[src/rtl/pdm_decimator_pkg.sv]
// Shared audio definitions for the microphone capture path.
//   PCM_W        : default PCM sample width
//   SYS_CLK_HZ   : system clock frequency (clock_i)
//   PDM_CLK_HZ   : microphone bit clock produced by the divider
//   PDM_CLK_DIV  : system clocks per microphone clock period
//   dec_state_e  : decimator FSM encoding
package pdm_decimator_pkg;

  localparam int PCM_W       = 7;
  localparam int SYS_CLK_HZ  = 100_000_000;
  localparam int PDM_CLK_HZ  = 1_000_000;
  localparam int PDM_CLK_DIV = SYS_CLK_HZ / PDM_CLK_HZ;

  typedef enum logic [1:0] {
    ST_IDLE   = 2'd0,
    ST_WARMUP = 2'd1,
    ST_RUN    = 2'd2
  } dec_state_e;

endpackage

[src/rtl/pdm_edge_sync.sv]
// Front end of the PDM capture: brings the asynchronous microphone data into
// the clock_i domain and finds rising edges of the divided microphone clock.
// Ports:
//   clock_i    in  : system clock
//   reset_i    in  : synchronous active-high reset
//   pdm_clk_i  in  : divided microphone clock (already in the clock_i domain)
//   pdm_data_i in  : microphone data, asynchronous
//   rise       out : high for the one cycle where pdm_clk_i has just gone high
//   pdm_bit    out : synchronized microphone data
module pdm_edge_sync
  import pdm_decimator_pkg::*;
(
  input  logic clock_i,
  input  logic reset_i,
  input  logic pdm_clk_i,
  input  logic pdm_data_i,
  output logic rise,
  output logic pdm_bit
);

  logic data_meta;
  logic data_sync;
  logic pdm_clk_q;

  always_ff @(posedge clock_i) begin
    if (reset_i) begin
      data_meta <= 1'b0;
      data_sync <= 1'b0;
      pdm_clk_q <= 1'b0;
    end else begin
      data_meta <= pdm_data_i;
      data_sync <= data_meta;
      pdm_clk_q <= pdm_clk_i;
    end
  end

  // pdm_clk_i is a register output in this domain, so no synchronizer here.
  assign rise    = pdm_clk_i & ~pdm_clk_q;
  assign pdm_bit = data_sync;

endmodule

[src/rtl/pdm_decimator.sv]
// PDM to PCM decimator: counts ones over DECIM microphone bits and offers
// each count as a PCM sample through a single-entry valid/ready register.
// Ports:
//   clock_i        in  : system clock (100 MHz)
//   reset_i        in  : synchronous active-high reset
//   enable_i       in  : capture enable
//   pdm_clk_i      in  : divided microphone clock
//   pdm_data_i     in  : microphone data, asynchronous
//   sample_o       out : PCM sample, number of ones in the window
//   sample_valid_o out : sample_o holds an unconsumed sample
//   sample_ready_i in  : consumer takes the sample
//   overrun_o      out : sticky, a finished sample was dropped
//   active_o       out : FSM is in RUN
//
// state     | meaning
// ----------+-----------------------------------------------------------
// ST_IDLE   | disabled; counters held at 0
// ST_WARMUP | windows counted and discarded while the microphone settles
// ST_RUN    | every completed window is offered at the output
module pdm_decimator
  import pdm_decimator_pkg::*;
#(
  parameter int DECIM        = 64,
  parameter int SAMPLE_W     = PCM_W,
  parameter int SKIP_WINDOWS = 1
) (
  input  logic                clock_i,
  input  logic                reset_i,
  input  logic                enable_i,
  input  logic                pdm_clk_i,
  input  logic                pdm_data_i,
  output logic [SAMPLE_W-1:0] sample_o,
  output logic                sample_valid_o,
  input  logic                sample_ready_i,
  output logic                overrun_o,
  output logic                active_o
);

  localparam logic [7:0] LAST_BIT  = 8'(DECIM - 1);
  localparam logic [3:0] LAST_SKIP = 4'(SKIP_WINDOWS - 1);

  dec_state_e state_q, state_d;

  logic                rise;
  logic                pdm_bit;
  logic [7:0]          bit_cnt_q;
  logic [SAMPLE_W-1:0] acc_q;
  logic [3:0]          win_cnt_q;
  logic                bit_take;
  logic                win_done;
  logic                warm_last;
  logic                offer;
  logic [SAMPLE_W-1:0] win_sum;
  logic [SAMPLE_W-1:0] sample_q;
  logic                valid_q;
  logic                overrun_q;

  pdm_edge_sync u_edge_sync (
    .clock_i    (clock_i),
    .reset_i    (reset_i),
    .pdm_clk_i  (pdm_clk_i),
    .pdm_data_i (pdm_data_i),
    .rise       (rise),
    .pdm_bit    (pdm_bit)
  );

  // A rise seen while enable_i is low, or while still in IDLE, is ignored.
  assign bit_take  = enable_i & rise & (state_q != ST_IDLE);
  assign win_done  = bit_take & (bit_cnt_q == LAST_BIT);
  assign win_sum   = acc_q + SAMPLE_W'(pdm_bit);
  assign warm_last = win_done & (state_q == ST_WARMUP) & (win_cnt_q == LAST_SKIP);
  assign offer     = win_done & (state_q == ST_RUN);

  always_ff @(posedge clock_i) begin
    if (reset_i) begin
      state_q <= ST_IDLE;
    end else begin
      state_q <= state_d;
    end
  end

  always_comb begin
    state_d = state_q;
    if (!enable_i) begin
      state_d = ST_IDLE;
    end else begin
      case (state_q)
        ST_IDLE:   state_d = (SKIP_WINDOWS == 0) ? ST_RUN : ST_WARMUP;
        ST_WARMUP: if (warm_last) state_d = ST_RUN;
        ST_RUN:    state_d = ST_RUN;
        default:   state_d = ST_IDLE;
      endcase
    end
  end

  always_ff @(posedge clock_i) begin
    if (reset_i || !enable_i || state_q == ST_IDLE) begin
      bit_cnt_q <= '0;
      acc_q     <= '0;
      win_cnt_q <= '0;
    end else if (bit_take) begin
      if (win_done) begin
        bit_cnt_q <= '0;
        acc_q     <= '0;
        if (state_q == ST_WARMUP) win_cnt_q <= win_cnt_q + 4'd1;
      end else begin
        bit_cnt_q <= bit_cnt_q + 8'd1;
        acc_q     <= win_sum;
      end
    end
  end

  // Single-entry output register. A consumer ready in the completion cycle
  // frees the slot in time for the new sample, so valid never drops.
  always_ff @(posedge clock_i) begin
    if (reset_i) begin
      sample_q  <= '0;
      valid_q   <= 1'b0;
      overrun_q <= 1'b0;
    end else if (offer) begin
      if (!valid_q || sample_ready_i) begin
        sample_q <= win_sum;
        valid_q  <= 1'b1;
      end else begin
        overrun_q <= 1'b1;
      end
    end else if (sample_ready_i) begin
      valid_q <= 1'b0;
    end
  end

  assign sample_o       = sample_q;
  assign sample_valid_o = valid_q;
  assign overrun_o      = overrun_q;
  assign active_o       = (state_q == ST_RUN);

endmodule

[config.mk]
export PLATFORM = sky130hd
export DESIGN_NAME = pdm_decimator
export DESIGN_NICKNAME = d
export VERILOG_FILES = /design/src/rtl/pdm_decimator_pkg.sv /design/src/rtl/pdm_edge_sync.sv /design/src/rtl/pdm_decimator.sv
export SDC_FILE = /design/constraint.sdc
export NUM_CORES = 1
export LEC_CHECK = 0
export CORE_MARGIN = 2
export CORE_UTILIZATION = 41
export CTS_BUF_LIST = sky130_fd_sc_hd__clkbuf_4 sky130_fd_sc_hd__clkbuf_8 sky130_fd_sc_hd__clkbuf_16
export DETAILED_ROUTE_END_ITERATION = 7
export SLEW_MARGIN = 5
export SYNTH_ARGS = -nofsm -noshare
export SYNTH_HDL_FRONTEND = slang
export SYNTH_SLANG_ARGS = --single-unit
[constraint.sdc]
create_clock -name clock_i -period 2.1 [get_ports clock_i]
set_clock_uncertainty 0.2 [all_clocks]
set_input_delay 0.315 -clock clock_i [delete_from_list [all_inputs] [get_ports clock_i]]
set_output_delay 0.315 -clock clock_i [all_outputs]
set_load 0.005 [all_outputs]
# After elaboration in Yosys (flattened, before gate mapping)
# Cells that the tools add are included.
dict set report op_classes {
  add_sub_neg 3
  multipliers 0
  div_mod_pow 0
  magnitude_cmp 0
  n_eq_ne 5
  shift 0
  mux 7
  n_bitwise 10
  reduce_logical 14
}
# operator n
set ops {}
lappend ops {{$add A8 B1 Y8 const B} 1}
lappend ops {{$eq A8 B6 Y1 const B} 1}
lappend ops {{$mux W8} 1}
lappend ops {{$add A7 B1 Y7} 1}
lappend ops {{$and A1 B1 Y1} 7}
lappend ops {{$mux W7} 1}
lappend ops {{$pmux W2 S3} 1}
lappend ops {{$reduce_and A2 Y1} 3}
lappend ops {{$add A4 B1 Y4 const B} 1}
lappend ops {{$logic_not A4 Y1} 1}
lappend ops {{$reduce_bool A2 Y1} 2}
lappend ops {{$logic_or A1 B1 Y1} 3}
lappend ops {{$mux W1} 3}
lappend ops {{$not A1 Y1} 3}
lappend ops {{$reduce_and A3 Y1} 1}
lappend ops {{$eq A2 B1 Y1 const B} 1}
lappend ops {{$eq A2 B2 Y1 const B} 1}
lappend ops {{$logic_not A1 Y1} 2}
lappend ops {{$logic_not A2 Y1} 1}
lappend ops {{$mux W2} 1}
lappend ops {{$ne A2 B1 Y1 const B} 1}
lappend ops {{$ne A2 B2 Y1 const B} 1}
lappend ops {{$reduce_or A2 Y1} 1}
dict set report word_totals {
  register_bits 33
  latch_bits 0
  mem_bits_rw 0
  mem_bits_ro 0
  output_inout_bits 10
  mem_count 0
}

# Logic depth before layout (Yosys ltp)
# Gate-level depths: netlist (run 1).
dict set report depth {
  word_depth 9
  mapped_depth 7
  ltp_nobuf 6
}

# By module
# From an unflattened synthesis (run 1), not the netlist that was laid out.
dict set report unflattened {
  cells_unflattened 164
  hier_area_um2 1521.5
}
# mod instances cells_each area_each_um2
set by_module_without_submodules {}
lappend by_module_without_submodules {pdm_decimator 1 157 1433.9}
lappend by_module_without_submodules {pdm_edge_sync 1 7 87.6}

# Least setup slack after synthesis (run 1)
# No wires, ideal clock.
dict set report synth_timing {
  kind {reg2reg}
  startpoint {reg state_q[0]}
  endpoint {reg acc_q[3]}
  setup_time_ns 0.087
  arrival_time_ns 1.694
  required_time_ns 1.813
  setup_slack_ns 0.119
  stages_incl_launch_ff 8
  period_less_slack_ns 1.981
  cell_sequence {dfxtp_1 -> inv_1 -> ha_1 -> or3b_1 -> buf_6 -> a211o_4 -> o2bb2a_4 -> o31ai_1}
}
dict set report synth_between {
  elab_chain_cells 4
}
# item line
set synth_rtl {}
lappend synth_rtl {{from (decl)} pdm_decimator.sv:42} ;# dec_state_e state_q, state_d;
lappend synth_rtl {{from (signal assigned)} pdm_decimator.sv:78} ;# state_q <= state_d;
lappend synth_rtl {{$reduce_bool A2 Y1} pdm_decimator.sv:68} ;# assign bit_take = enable_i & rise & (state_q != ST_IDLE);
lappend synth_rtl {{$and A1 B1 Y1} pdm_decimator.sv:68}
lappend synth_rtl {{$and A1 B1 Y1} pdm_decimator.sv:69} ;# assign win_done = bit_take & (bit_cnt_q == LAST_BIT);
lappend synth_rtl {{$mux W7} pdm_decimator.sv:102} ;# if (win_done) begin
lappend synth_rtl {{to (signal assigned)} pdm_decimator.sv:108} ;# acc_q <= win_sum;
lappend synth_rtl {{to (decl)} pdm_decimator.sv:47} ;# logic [SAMPLE_W-1:0] acc_q;
# Parallel ways exist; a longest one is shown, timed or not.
# A chain may end at the register's enable or synchronous reset.

# Final worst setup path (run 1)
# Ends and elaborated chain as after synthesis.

==> summary.md, run 1 <==
| Metric | Value |
|---|---|
| Outcome | finished clean |
| Met3 wire length | approximately 150 µm |
| Worst-path cell chain | inv_1, ha_1, or3b_4, a211o_4, o2bb2a_4, o31ai_1 |
| Layout Utilization | between 50 and 60% |
| Hold path depth | 1 |
| Die height | between 60 and 70 µm |
| Layout area overhead | 22.6% |
| Commonest non-fill, non-tap cell in the layout | dfxtp_1 |
| Largest net degree at the start of global routing | 15 |
| Core Area | about 3700 µm² |
| Die span in x | about 66 µm |
| Synth unique cells | 39 |
| Share of cells above drive strength 1 | 15.0% |
| Flop-to-flop setup slack | approximately 0.12 ns |
| Core Rows | 22 |
| First-pass GRT wire length | a little over 6000 µm |
| Clock power frac | 47.4% |
| WL/cell | ~13 µm |
| CTS Buf Count | 5 |
| H-tree Lvls | 2 |
| Slew @ Worst Pin | around 0.35 ns |
| VDD IR max | ~0.37 mV |
| Hold buffers post-CTS | 0 |
| Hpwl dp | roughly 2400 µm |
| Crit Path Class | flop to flop |
| Max Cap Viol | 0 |
| CP Capture Type | flop |
| Fin nets | around 210 |
| Worst Hold Endpoint | u_edge_sync.pdm_bit |
| Top FF cell, synth | dfxtp_1 |
| Placed inst area | 1810 µm² |
| Ports | 16 |
| Final period util | 94.4% |
| Internal power | about 1100 µW |
| P per Cell Area | 675 nW/µm² |
| WL met2 | roughly 1600 µm |
| Post-synthesis sequential area ratio | between 40% and 50% |
| Number of synthesized register bits | 33 |
| Leading area contributor after synthesis | dfxtp_1 |
| ANT cells | 0 |
| Capturing point of the worst reg2reg path | acc_q[3] |
| Via-per-instance ratio | 5.34 |
| TritonCTS clock tree | built |
| Total GRT Usage | 18.4% |
| Max Fclk | 504 MHz |
| Worst hold path type | flop to flop |
| Register area | approximately 660 µm² |
| CP arrival | about 2 ns |
| DIE AREA | 4390 µm² |
| Vias in the first global route | approximately 1400 |
| Worst-path clk slew | roughly 0.07 ns |
| M1 WL | roughly 1500 µm |
| Drt pass-1 iters | 4 |
| DR top layer | met4 |
| Top cell type's share of synthesized area | between 40% and 50% |
| Starting density of the core | a little over two fifths |
| Largest stage delay on the critical path | between 0.4 and 0.5 ns |
| Synth Net Count | 190 |
| Area contributors post-synth | dfxtp_1 42%, ha_1 6.3%, a21oi_1 4.7% |
| CP max stage cell | or3b_4 |
| Commonest cells after routing, fill and taps aside | 32 x dfxtp_1, 19 x nand2_1, 15 x a21oi_1, 15 x clkdlybuf4s50_1, 13 x nand3_1 |
| Asr flop ratio synth | 0% |
| Post-DRT Antenna Nets | 0 |
| CTS root buf | clkbuf_8 |
| Final Hold Vio Count | 0 |
| DR vias | approximately 1300 |
| Fin worst setup slack | ~0.12 ns |
| Pre-CTS WS | -0.0985 ns |
| Comb power frac | around 4.3% |
| Critical Path Start Type | flop |
| Switch share | between 10% and 20% |
| DRC errors left | 0 |
| HP Start | u_edge_sync.data_meta |
| Register share of total power | between 40 and 50% |
| Setup violations, final | 0 |
| FF-to-FF path depth | 6 |
| Fillers | ~370 |
| Leakage | between 0.0006 and 0.0007 µW |
| Initial drt markers | 27 |
| Initial antenna violation count | 0 |
| Placer congestion estimate | 0.777 |
| RSZ-0062 raised after global routing | true |
| Final instance area | slightly below 2000 µm² |
| Worst rel slew slack | about three quarters |
| Pins Over Slew Limit | 0 |
| Post-synthesis area per instance | between 9 and 10 µm² |
| CP required | about 2.1 ns |
| Synthesized cell area | ~1600 µm² |
| Multi-input gate area | about 880 µm² |
| Synth Instances | roughly 180 |
| Switching pwr | ~260 µW |
| EDFF count, synth | 0 |
| Number of clock sinks | 33 |
| Post-layout minimum cycle time | 1.98 ns |
| Routed wire length | around 3300 µm |
| Port Buf Inserts | 15 |
| RR Startpoint | state_q[0] |
| Crit-path max FO | 8 |
| Total gr overflow | 0 |
| Warnings from Yosys | 0 |
| Worst-case clock buffer depth | 2 |
| Worst-Skew Late Latency | between 0.2 and 0.3 ns |
routing by layer:
metal	GRT usage (%)	up-vias
li1	-	670
met1	22.3	616
met2	29.5	31
met3	5.79	7
met4	8.93	0
met5	0	-
cell usage after synthesis, drive strengths merged, types with 5 or more instances:
| cell type | count |
|---|---|
| dfxtp | 33 |
| nand2 | 19 |
| a21oi | 15 |
| nand3 | 13 |
| nor2 | 11 |
| o21ai | 9 |
| ha | 8 |
| xnor2 | 6 |
| buf | 5 |
| inv | 5 |
| xor2 | 5 |
cells by family after synthesis:
logic type / count (synthesis) / share of synthesized area [%]
adders and majority gates: 8 / 6.30
DFF: 33 / 41.6
buffers and inverters: 12 / 3.62
muxes: 1 / 0.630
and+or+nand+nor: 73 / 26.1
AOI/OAI and AO/OA: 38 / 15.7
xor gates and xnor gates: 11 / 6.06
per-stage QoR:
step | power [µW] | setup TNS (ns) | std cells | hold WS [ns]
2_1_floorplan | 680 | 0 | 176 | 0.187
3_3_place_gp | 701 | -0.0947 | 239 | 0.226
6_report | 1320 | 0 | 248 | 0.238
5_1_grt | 1370 | -0.0273 | 248 | 0.263
4_1_cts | 1330 | 0 | 247 | 0.245
3_5_place_dp | 704 | -0.306 | 239 | 0.229
worst max-delay path by stage:
stage	startpoint	to	slack, ns	depth (start not counted)
2_1_floorplan	state_q[0]	acc_q[3]	0.12	7
6_report	state_q[0]	acc_q[3]	0.12	6
3_3_place_gp	enable_i	acc_q[3]	-0.04	5
4_1_cts	state_q[0]	acc_q[4]	0.06	6
3_5_place_dp	enable_i	acc_q[3]	-0.1	6
5_1_grt	state_q[1]	sample_o[0]	-0.01	7
state kept, by name, summed over array words and instances, names as in the netlist:
| name | count |
|---|---|
| acc_q | 7 |
| bit_cnt_q | 8 |
| overrun_o | 1 |
| u_edge_sync.pdm_clk_q | 1 |
| sample_valid_o | 1 |
| u_edge_sync.pdm_bit | 1 |
| state_q | 2 |
| u_edge_sync.data_meta | 1 |
| win_cnt_q | 4 |
| sample_o | 7 |
power by group through the flow:
stage,Combinational (µW),Clock [µW],Sequential [µW]
after CTS,56.0,645,633
after detailed placement,56.0,0,648
after floorplan,32.6,0,647
after global placement,53.6,0,648
final,57.2,624,634
after global routing,62.8,673,634
layout make-up:
type,count,area share [%]
clock buffers,7,4.62
clock inverters,1,1.54
inverters,5,0.963
multi-input cells,131,45.0
flip-flops and latches,33,34.0
well taps,48,3.08
repair buffers,23,10.8
critical path, delay by kind of cell, from the launching register on:
family	cells	cell delay [ns]
adder cells (fa/ha/maj)	1	0.24
flip-flops	1	0.35
buffers and inverters	1	0.06
AND/OR/NAND/NOR	1	0.43
AO/OA/AOI/OAI	3	0.61
repair_timing:
action	4_1_cts	5_1_grt
resized for setup	0	4
buffers inserted	0	1
setup endpoints to repair	0	14
Power figures use the tool's default switching activity.
==> inputs of run 2 (changes only) <==
--- a/config.mk
+++ b/config.mk
@@ -5,9 +5,11 @@
 export SDC_FILE = /design/constraint.sdc
 export NUM_CORES = 1
 export LEC_CHECK = 0
+export CAP_MARGIN = 0
 export CORE_MARGIN = 2
 export CORE_UTILIZATION = 41
 export CTS_BUF_LIST = sky130_fd_sc_hd__clkbuf_4 sky130_fd_sc_hd__clkbuf_8 sky130_fd_sc_hd__clkbuf_16
+export CTS_CLUSTER_SIZE = 8
 export DETAILED_ROUTE_END_ITERATION = 7
 export SLEW_MARGIN = 5
 export SYNTH_ARGS = -nofsm -noshare
==> constraint.sdc (replaced) <==
create_clock -name clock_i -period 2.1 [get_ports clock_i]
set_clock_uncertainty 0.2 [all_clocks]
set_input_delay 0.42 -clock clock_i [delete_from_list [all_inputs] [get_ports clock_i]]
set_output_delay 0.42 -clock clock_i [all_outputs]
set_load 0.005 [all_outputs]
==> run 2 against run 1 <==
Final area increased by 0.58%. First-iteration DRC count grew 130%. Via count grew 0.91%. Clock power down 21%. Core utilization grew 0.31 points. Count of clock-buffer cells in the layout stayed put. Setup slack got worse by 0.057 ns. Wire length grew 1.3%. Largest power group unchanged.
==> summary.md, run 2 (synthesized netlist as in run 1, its figures left out) <==
| Metric | Value |
|---|---|
| Fin nets | 218 |
| Via-per-instance ratio | 5.30 |
| Layout area overhead | 23.3% |
| Met3 wire length | ~140 µm |
| DIE AREA | between 4000 and 5000 µm² |
| Final instance area | between 1500 and 2000 µm² |
| Initial drt markers | just over 60 |
| First-pass GRT wire length | around 5900 µm |
| P per Cell Area | ~610 nW/µm² |
| Placed inst area | ~1800 µm² |
| DR vias | about 1300 |
| Worst hold path type | flop to flop |
| Worst rel slew slack | between 70 and 80% |
| Final Hold Vio Count | 0 |
| Core Area | 3690 µm² |
| Share of cells above drive strength 1 | around 17% |
| Crit-path max FO | 4 |
| Slew @ Worst Pin | between 0.3 and 0.4 ns |
| Hpwl dp | 2510 µm |
| WL/cell | 13.4 µm |
| Placer congestion estimate | ~0.82 |
| VDD IR max | ~0.42 mV |
| Setup violations, final | 0 |
| DRC errors left | 0 |
| Ports | 16 |
| Final period util | between 90 and 100% |
| Commonest cells after routing, fill and taps aside | 33 x dfxtp_1, 19 x nand2_1, 15 x a21oi_1, 15 x clkdlybuf4s50_1 |
| Worst-path clk slew | ~0.06 ns |
| Worst-path cell chain | inv_1, ha_2, clkdlybuf4s50_1 |
| Top reg by flops | bit_cnt_q |
| Crit Path Class | flop to output pin |
| H-tree Lvls | 2 |
| Port Buf Inserts | 15 |
| CTS Buf Count | 5 |
| Starting density of the core | between 40 and 50% |
| CP arrival | between 1 and 1.5 ns |
| Commonest non-fill, non-tap cell in the layout | dfxtp_1 |
| Post-layout minimum cycle time | around 2 ns |
| Die height | roughly 66 µm |
| CP required | around 1.5 ns |
| Critical Path Start Type | flop |
| Vias in the first global route | 1313 |
| Die span in x | approximately 66 µm |
| Largest stage delay on the critical path | 0.50 ns |
| Max Cap Viol | 0 |
| WL met2 | ~1500 µm |
| Drt pass-1 iters | 4 |
| Max FFs per register | 8 |
| Pre-CTS WS | -0.212 ns |
| Pins Over Slew Limit | 0 |
| Core Rows | 22 |
| Total gr overflow | 0 |
| CP max stage cell | clkdlybuf4s50_1 |
| DR top layer | met4 |
| RSZ-0062 raised after global routing | false |
| Worst-Skew Late Latency | slightly below 0.3 ns |
| Post-DRT Antenna Nets | 0 |
| Max Fclk | around 500 MHz |
| Routed wire length | between 3000 and 4000 µm |
| Fillers | 354 |
| Hold buffers post-CTS | 0 |
| Initial antenna violation count | 0 |
| Number of clock sinks | 33 |
| Outcome | finished clean |
| Worst-case clock buffer depth | 2 |
| Largest net degree at the start of global routing | 15 |
| TritonCTS clock tree | built |
| Leakage | just under 0.0007 µW |
| CP Capture Type | output pin |
| CTS root buf | clkbuf_8 |
| Total GRT Usage | between 10% and 20% |
| Fin worst setup slack | approximately 0.061 ns |
| ANT cells | 0 |
| M1 WL | 1640 µm |
run 2: cell count changes in the layout (fill, tap and decap cells not counted):
cell,previous run,this run
dfxtp_2,1,0
bufinv_16,1,0
ha_1,8,6
dfxtp_1,32,33
buf_4,8,13
ha_2,0,2
run 2: timing repair:
item,CTS,global route
setup endpoints to repair,0,10
resized for setup,0,5
setup buffers,0,2
run 2: worst paths after layout:
| path | from | endpoint | slack, ns | depth (start not counted) |
|---|---|---|---|---|
| worst max-delay path | state_q[0] | active_o | 0.06 | 3 |
| worst min-delay path | u_edge_sync.data_meta | u_edge_sync.pdm_bit | 0.24 | 1 |
| worst max register to register | state_q[0] | acc_q[4] | 0.12 | 6 |
| worst min register to register | u_edge_sync.data_meta | u_edge_sync.pdm_bit | 0.24 | 1 |
run 2: power breakdown:
group / internal (µW) / switching [µW]
clock network: 273 / 223
registers: 631 / 2.69
logic: 29.3 / 30.2
run 2: worst max-delay path: cells and delay by family (launching register included):
kind | cells | cell delay (ns)
adder cells (fa/ha/maj) | 1 | 0.21
flip-flops | 1 | 0.33
buffers and inverters | 2 | 0.60
run 2: area by class of cell:
cell class              instances  area [µm²]  share of cell area (%)
repair buffers                 28         248                    12.6
inverters                       5        18.8                   0.958
clock buffers                   7        90.1                    4.60
flip-flops and latches         33         661                    33.7
multi-input cells             131         882                    45.0
well taps                      48        60.1                    3.07
run 2: routing by layer:
metal | vias to the layer above | GRT usage (%)
met1 | 629 | 21.5
met3 | 6 | 5.45
li1 | 679 | -
met5 | - | 0
met4 | 0 | 8.42
met2 | 22 | 28.1
run 2: metrics by stage:
stage	utilization, %	hold slack [ns]	TNS, ns	std cells	power (µW)
2_1_floorplan	-	0.214	0	176	680
3_3_place_gp	50.0	0.234	-0.784	243	703
3_5_place_dp	50.0	0.227	-1.26	243	705
4_1_cts	52.4	0.242	0	250	1200
5_1_grt	53.1	0.263	0	252	1230
6_report	53.1	0.239	0	252	1190
==> inputs of run 3 (changes only) <==
--- a/config.mk
+++ b/config.mk
@@ -11,6 +11,7 @@
 export CTS_BUF_LIST = sky130_fd_sc_hd__clkbuf_4 sky130_fd_sc_hd__clkbuf_8 sky130_fd_sc_hd__clkbuf_16
 export CTS_CLUSTER_SIZE = 8
 export DETAILED_ROUTE_END_ITERATION = 7
+export SKIP_CTS_REPAIR_TIMING = 1
 export SLEW_MARGIN = 5
 export SYNTH_ARGS = -nofsm -noshare
 export SYNTH_HDL_FRONTEND = slang
==> results of run 3 <==
No change in the layout: final DEF, timing and power equal those of run 2.
